### src/rtl/pooling_pkg.sv
// Shared types and elaboration helpers for the streaming pooling engine.
// No clocked logic; latency and backpressure are defined by the users of this package.
package pooling_pkg;

   typedef enum logic {POOL_MAX = 1'b0, POOL_AVG = 1'b1} pool_mode_e;
   typedef enum logic {IDLE = 1'b0, RUN = 1'b1} pool_state_e;

   // Headroom for summing K*K pixels without overflow.
   function automatic int acc_width(input int data_width, input int k);
      return data_width + 2 * $clog2(k);
   endfunction

   function automatic bit kernel_legal(input int k);
      return (k == 2) || (k == 4);
   endfunction

endpackage

### src/rtl/pooling_window_reduce.sv
// Combinational K-to-1 horizontal reduce of one output column: signed max or sign-extended sum.
// Zero latency; no flow control, the caller decides when the result is consumed.
module pooling_window_reduce
   import pooling_pkg::*;
#(
   parameter int DATA_WIDTH = 32,
   parameter int K          = 2,
   parameter int ACC_WIDTH  = acc_width(DATA_WIDTH, K)
) (
   input  pool_mode_e                    mode,
   input  logic [K*DATA_WIDTH-1:0]       pix_dat,
   output logic signed [ACC_WIDTH-1:0]   red_dat
);

   logic signed [DATA_WIDTH-1:0] px [K];
   logic signed [DATA_WIDTH-1:0] max_v;
   logic signed [ACC_WIDTH-1:0]  sum_v;

   // Pixel 0 sits in the MSBs of the column slice.
   for (genvar i = 0; i < K; i++) begin : g_px
      assign px[i] = pix_dat[(K-1-i)*DATA_WIDTH +: DATA_WIDTH];
   end

   always_comb begin
      max_v = px[0];
      sum_v = '0;
      for (int i = 0; i < K; i++) begin
         if (px[i] > max_v) max_v = px[i];
         sum_v = sum_v + ACC_WIDTH'(px[i]);
      end
      red_dat = (mode == POOL_AVG) ? sum_v : ACC_WIDTH'(max_v);
   end

endmodule

### src/rtl/pooling_stream_engine.sv
// Streaming KxK (stride K) max/average pooling over channel-interleaved rows; result one cycle after the K-th row beat.
// Single-entry output register: in_ready drops while a row is pending and out_ready is low.
module pooling_stream_engine
   import pooling_pkg::*;
#(
   parameter int DATA_WIDTH  = 32,
   parameter int KERNEL_SIZE = 2,
   parameter int IN_WIDTH    = 8,
   parameter int IN_HEIGHT   = 8,
   parameter int CHANNELS    = 4,
   localparam int OUT_WIDTH  = IN_WIDTH / KERNEL_SIZE,
   localparam int CH_W       = (CHANNELS > 1) ? $clog2(CHANNELS) : 1
) (
   input  logic                            clk,
   input  logic                            rst,
   input  logic                            mode,
   input  logic                            in_valid,
   output logic                            in_ready,
   input  logic [IN_WIDTH*DATA_WIDTH-1:0]  in_data,
   output logic                            out_valid,
   input  logic                            out_ready,
   output logic [OUT_WIDTH*DATA_WIDTH-1:0] out_data,
   output logic [CH_W-1:0]                 out_channel,
   output logic                            out_last
);

   localparam int ACC_WIDTH = acc_width(DATA_WIDTH, KERNEL_SIZE);
   localparam int SHIFT     = 2 * $clog2(KERNEL_SIZE);
   localparam int WR_W      = $clog2(KERNEL_SIZE);
   localparam int OUT_H     = IN_HEIGHT / KERNEL_SIZE;
   localparam int OR_W      = (OUT_H > 1) ? $clog2(OUT_H) : 1;
   localparam int KD        = KERNEL_SIZE * DATA_WIDTH;

   localparam logic [CH_W-1:0] CH_LAST = CH_W'(CHANNELS - 1);
   localparam logic [WR_W-1:0] WR_LAST = WR_W'(KERNEL_SIZE - 1);
   localparam logic [OR_W-1:0] OR_LAST = OR_W'(OUT_H - 1);

   if (!kernel_legal(KERNEL_SIZE)) begin : g_bad_kernel
      $error("pooling_stream_engine: KERNEL_SIZE must be 2 or 4");
   end
   if ((IN_WIDTH % KERNEL_SIZE) != 0 || (IN_HEIGHT % KERNEL_SIZE) != 0) begin : g_bad_dims
      $error("pooling_stream_engine: IN_WIDTH and IN_HEIGHT must be multiples of KERNEL_SIZE");
   end
   if (CHANNELS < 1 || CHANNELS > 16) begin : g_bad_channels
      $error("pooling_stream_engine: CHANNELS must be in 1..16");
   end

   pool_state_e state_q, state_d;
   pool_mode_e  mode_q, mode_d, cur_mode;
   logic [CH_W-1:0] ch_cnt_q, ch_cnt_d;
   logic [WR_W-1:0] win_row_q, win_row_d;
   logic [OR_W-1:0] out_row_q, out_row_d;

   logic signed [ACC_WIDTH-1:0] acc_q [CHANNELS][OUT_WIDTH];
   logic signed [ACC_WIDTH-1:0] acc_d [CHANNELS][OUT_WIDTH];

   logic                            out_valid_q, out_valid_d;
   logic [OUT_WIDTH*DATA_WIDTH-1:0] out_data_q, out_data_d;
   logic [CH_W-1:0]                 out_channel_q, out_channel_d;
   logic                            out_last_q, out_last_d;

   logic signed [ACC_WIDTH-1:0]  red_v   [OUT_WIDTH];
   logic signed [ACC_WIDTH-1:0]  acc_sel [OUT_WIDTH];
   logic signed [ACC_WIDTH-1:0]  comb_v  [OUT_WIDTH];
   logic signed [DATA_WIDTH-1:0] fin_v   [OUT_WIDTH];

   logic accept;
   logic frame_end;

   assign in_ready  = !rst && (!out_valid_q || out_ready);
   assign accept    = in_valid && in_ready;
   assign frame_end = (ch_cnt_q == CH_LAST) && (win_row_q == WR_LAST) && (out_row_q == OR_LAST);

   // The first beat of a frame uses the live mode input; later beats use the latched copy.
   assign cur_mode = (state_q == IDLE) ? pool_mode_e'(mode) : mode_q;

   for (genvar j = 0; j < OUT_WIDTH; j++) begin : g_col
      pooling_window_reduce #(
         .DATA_WIDTH (DATA_WIDTH),
         .K          (KERNEL_SIZE),
         .ACC_WIDTH  (ACC_WIDTH)
      ) u_reduce (
         .mode    (cur_mode),
         .pix_dat (in_data[(OUT_WIDTH-1-j)*KD +: KD]),
         .red_dat (red_v[j])
      );
   end

   always_comb begin
      for (int j = 0; j < OUT_WIDTH; j++) begin
         acc_sel[j] = '0;
         for (int c = 0; c < CHANNELS; c++) begin
            if (c == int'(ch_cnt_q)) acc_sel[j] = acc_q[c][j];
         end
         if (win_row_q == '0)
            comb_v[j] = red_v[j];
         else if (cur_mode == POOL_AVG)
            comb_v[j] = acc_sel[j] + red_v[j];
         else
            comb_v[j] = (red_v[j] > acc_sel[j]) ? red_v[j] : acc_sel[j];
         fin_v[j] = (cur_mode == POOL_AVG) ? DATA_WIDTH'(comb_v[j] >>> SHIFT)
                                           : DATA_WIDTH'(comb_v[j]);
      end
   end

   always_comb begin
      state_d       = state_q;
      mode_d        = mode_q;
      ch_cnt_d      = ch_cnt_q;
      win_row_d     = win_row_q;
      out_row_d     = out_row_q;
      acc_d         = acc_q;
      out_valid_d   = out_valid_q;
      out_data_d    = out_data_q;
      out_channel_d = out_channel_q;
      out_last_d    = out_last_q;

      if (out_valid_q && out_ready) out_valid_d = 1'b0;

      if (accept) begin
         if (state_q == IDLE) mode_d = pool_mode_e'(mode);
         if (frame_end)
            state_d = IDLE;
         else if (state_q == IDLE)
            state_d = RUN;

         if (ch_cnt_q == CH_LAST) begin
            ch_cnt_d = '0;
            if (win_row_q == WR_LAST) begin
               win_row_d = '0;
               out_row_d = (out_row_q == OR_LAST) ? '0 : out_row_q + OR_W'(1);
            end else begin
               win_row_d = win_row_q + WR_W'(1);
            end
         end else begin
            ch_cnt_d = ch_cnt_q + CH_W'(1);
         end

         // The K-th row goes straight to the output register; the accumulator slot is rewritten next window.
         if (win_row_q == WR_LAST) begin
            out_valid_d   = 1'b1;
            out_channel_d = ch_cnt_q;
            out_last_d    = frame_end;
            for (int j = 0; j < OUT_WIDTH; j++)
               out_data_d[(OUT_WIDTH-1-j)*DATA_WIDTH +: DATA_WIDTH] = fin_v[j];
         end else begin
            for (int c = 0; c < CHANNELS; c++)
               for (int j = 0; j < OUT_WIDTH; j++)
                  if (c == int'(ch_cnt_q)) acc_d[c][j] = comb_v[j];
         end
      end
   end

   always_ff @(posedge clk) begin
      if (rst) begin
         state_q       <= IDLE;
         mode_q        <= POOL_MAX;
         ch_cnt_q      <= '0;
         win_row_q     <= '0;
         out_row_q     <= '0;
         out_valid_q   <= 1'b0;
         out_data_q    <= '0;
         out_channel_q <= '0;
         out_last_q    <= 1'b0;
         for (int c = 0; c < CHANNELS; c++)
            for (int j = 0; j < OUT_WIDTH; j++)
               acc_q[c][j] <= '0;
      end else begin
         state_q       <= state_d;
         mode_q        <= mode_d;
         ch_cnt_q      <= ch_cnt_d;
         win_row_q     <= win_row_d;
         out_row_q     <= out_row_d;
         out_valid_q   <= out_valid_d;
         out_data_q    <= out_data_d;
         out_channel_q <= out_channel_d;
         out_last_q    <= out_last_d;
         acc_q         <= acc_d;
      end
   end

   assign out_valid   = out_valid_q;
   assign out_data    = out_data_q;
   assign out_channel = out_channel_q;
   assign out_last    = out_last_q;

endmodule

### config.mk
export PLATFORM = sky130hd
export DESIGN_NAME = pooling_stream_engine
export DESIGN_NICKNAME = d
export VERILOG_FILES = /design/src/rtl/pooling_pkg.sv /design/src/rtl/pooling_window_reduce.sv /design/src/rtl/pooling_stream_engine.sv
export SDC_FILE = /design/constraint.sdc
export NUM_CORES = 2
export LEC_CHECK = 0
export BUFFER_PORTS_ARGS = -buffer_cell sky130_fd_sc_hd__buf_2
export CAP_MARGIN = 20
export CORE_ASPECT_RATIO = 1.4
export CORE_MARGIN = 5
export CORE_UTILIZATION = 30
export CTS_BUF_LIST = sky130_fd_sc_hd__clkbuf_16
export CTS_CLUSTER_SIZE = 16
export DETAILED_ROUTE_END_ITERATION = 8
export PLACE_DENSITY = 0.54
export SLEW_MARGIN = 20
export SYNTH_ARGS = -nofsm -noshare
export SYNTH_HDL_FRONTEND = slang
export SYNTH_SLANG_ARGS = --single-unit
### constraint.sdc
create_clock -name clk -period 11.1 [get_ports clk]
set_clock_uncertainty 0.1 [all_clocks]
set_input_delay 3.33 -clock clk [delete_from_list [all_inputs] [get_ports clk]]
set_output_delay 3.33 -clock clk [all_outputs]
set_load 0.005 [all_outputs]
==> metrics.cfg <==
[worst_setup_path]
critPathMaxStageDelay_ns = 0.67
critPathSlowestCell = mux2i_1
rr_worst_depth = 20
path_cells = buf_2, inv_1, ha_1, nand4_1, nor4_1, o21ai_0, a31oi_1, a21oi_1, mux2_2, buf_4, mux2i_1, mux2i_1, ha_1, nand4_1, nor4_1, o311ai_0, and4_1, o221a_2, nand2_1, a2bb2oi_1, o21ai_0, a21oi_1, a22oi_1, a21oi_1
path_class = primary input to flip-flop
worstSetupStartpointType = primary input
worstSetupEndpointType = flip-flop
cpMostUsedCell = a21oi_1
crit_fanout = 19
regToRegStartpoint = ch_cnt_q[1]$_SDFFE_PP0P_
crit_start = in_data[239]
cp.required_ns = 11.59
arrival_ns = 11.02

[timing]
finalSetupTns_ns = 0
fin_crit_sh_pct = 94.8
fmax_mhz = 95.0
setup_viol = 0
relSlewSlack_pct = 24.5
rsz0062_at_grt = no
hold_violations = 0
worst_pin_slew_ns = 1.13
min_period_ns = 10.52
slew_violations = 0

[placed_design]
globalplace.congestion = 0.961
place_area_um2 = 58500
dp_hpwl_um = 174000
dp.cells = 9983
port_buffers = 393

[layout]
final_util_pct = 34.0
layout.cells.non_filler = 10100
fill_cells = 19300
drive_gt1_share_pct = 10.0
mostFrequentLayoutCell = nor2_1
fin_area_um2 = 61000
regArea_um2 = 13700
final_nets = 8535
layout_common_cells = 1,063 x nor2_1, 1,057 x a21oi_1, 852 x nand2_1
multi_input_area_um2 = 36700
areaGrowthSynthToFinish_pct = 12.9

[clock_network]
cts-root-buf = clkbuf_16
ctsLongestPathBuffers = 3
cts_tree = yes
insertion_delay_ns = 0.69
postCtsSetupBuffers = 0
ctsResizeCount = 0
hold_buffers = 0
cts_buffers = 77
cts.sinks = 683
clkTransAtPathRegs_ns = 0.07
htree_levels = 3

[global_routing]
grt_pass1_vias = 53200
grt_pass1_wl_um = 343000
grt_max_degree = 148
grt_overflow = 0
antenna_found_initial = 27
grt_use_total_pct = 23.4

[route]
firstDrtPassIters = 7
wl_per_cell_um = 23.1
vias = 56400
vias_per_cell = 5.56
ant_nets = 0
drt-total-wl_um = 234000
drc = 0
first_iter_violations = 4774

[die]
dieArea_um2 = 189000
start_util_pct = 30.1
chipWidth_um = 369
num_rows = 184
fp.dieH_um = 512
ios = 394
core_area_um2 = 179000

[synth]
ys_seq_elements = 683
synthDistinctLibCells = 110
syn-num-nets = 8410
syn_area_um2 = 54000
synth.avg_cell_area_um2 = 7.10
seq_area_frac_synth_pct = 25.3
yosysWarningCount = 0
syn_inst = 7612
yosys_most_used_dff = dfxtp_1
synth_edf_count = 0
synthArstFlopShare_pct = 0

[run_status]
outcome = complete, no violations

[min_path]
hp-class = flip-flop to flip-flop
worstHoldStart = out_data[53]$_SDFFE_PP0P_
min_path_cells = 2

[power_and_ir_drop]
p_leak_nw = 25.6
ir_drop_v = 0.000115
cellPowerDensity_nw_per_um2 = 142
power_mw = 8.66

[job]
max_cap_viol_count = 0

worst paths after layout:
| path | end | slack (ns) |
|---|---|---|
| worst max-delay path | out_data[111]$_SDFFE_PP0P_ | 0.58 |
| worst min-delay path | out_data[53]$_SDFFE_PP0P_ | 0.35 |
| worst max register to register | acc_q[201]$_SDFFE_PP0P_ | 4.14 |
| worst min register to register | out_data[53]$_SDFFE_PP0P_ | 0.35 |
synth_stat cells (13+ instances only):
library cell	count	area [µm²]
or3_1	28	175
o211ai_1	46	345
a211o_1	17	149
nor3_1	157	786
o21bai_1	76	571
xnor2_1	181	1590
nand3b_1	21	158
a21boi_0	14	105
o21ai_0	326	1630
nand2_1	860	3230
a221oi_1	37	324
nand3_1	175	876
and2_1	21	131
nor4_1	45	282
a311oi_1	13	114
nand2b_1	65	407
a21oi_1	1058	5300
a22o_1	16	140
nor2_1	1070	4020
inv_1	503	1890
buf_4	16	120
clkbuf_1	392	1470
o21ai_1	17	85.1
a211oi_1	256	1920
and3_1	19	119
dfxtp_1	683	13700
a21o_1	38	285
buf_2	33	165
mux2i_1	143	1430
o22ai_1	47	294
nor2b_1	54	338
o311ai_0	17	149
o41ai_1	15	131
o31ai_1	63	473
nand4_1	56	350
xor2_1	39	342
o21a_1	29	218
a31oi_1	48	300
buf_1	71	267
or4_1	14	105
a22oi_1	27	203
o221ai_1	31	272
a221o_1	15	150
ha_1	529	6620
a2111oi_0	15	131
report_power, final:
group | internal (mW) | switching [mW] | leakage, nW
Sequential | 2.55 | 0.0517 | 5.53
Combinational | 1.12 | 2.27 | 18.8
Clock | 1.51 | 1.17 | 1.28
critical path, delay by kind of cell:
kind	cells	cell delay, ns
muxes	3	1.52
and+or+nand+nor	6	1.99
adders and majority gates	2	1.01
AOI/OAI and AO/OA	10	2.59
buffers and inverters	3	0.56
logic make-up after synthesis:
family / count (synthesis) / share of synthesized area (%)
AND/OR/NAND/NOR: 2645 / 21.3
AO/OA/AOI/OAI: 2350 / 27.0
buffers and inverters: 1019 / 7.27
flip-flops: 683 / 25.3
adder cells (fa/ha/maj): 537 / 12.5
XOR/XNOR: 220 / 3.56
multiplexers: 158 / 2.99
through the flow:
step / setup slack (ns) / hold WS (ns)
2_1_floorplan: 2.18 / 0.335
3_3_place_gp: 0.164 / 0.341
3_5_place_dp: 0.132 / 0.345
4_1_cts: 0.814 / 0.354
5_1_grt: 0.377 / 0.370
6_report: 0.578 / 0.353
final cells by class:
class,instances,area share [%]
multi-input cells,5910,60.1
flip-flops and latches,683,22.4
repair buffers,559,5.43
well taps,2325,4.77
clock buffers,79,3.24
inverters,506,3.12
clock inverters,59,0.884
diodes,16,0.0656
metal layers:
layer  wire length (µm)  track usage [%]
met5                 89                0
met4               8010             7.52
met3              15700             4.14
met2             110000             40.1
met1             100000             29.8
flip-flops by register name (all words and copies together), names as in the netlist:
signal	count
acc_q	544
ch_cnt_q	2
mode_q	1
out_channel	2
out_data	128
out_last	1
out_row_q	2
out_valid	1
state_q	1
win_row_q	1
Note: power is estimated with default switching activity, not from simulation.
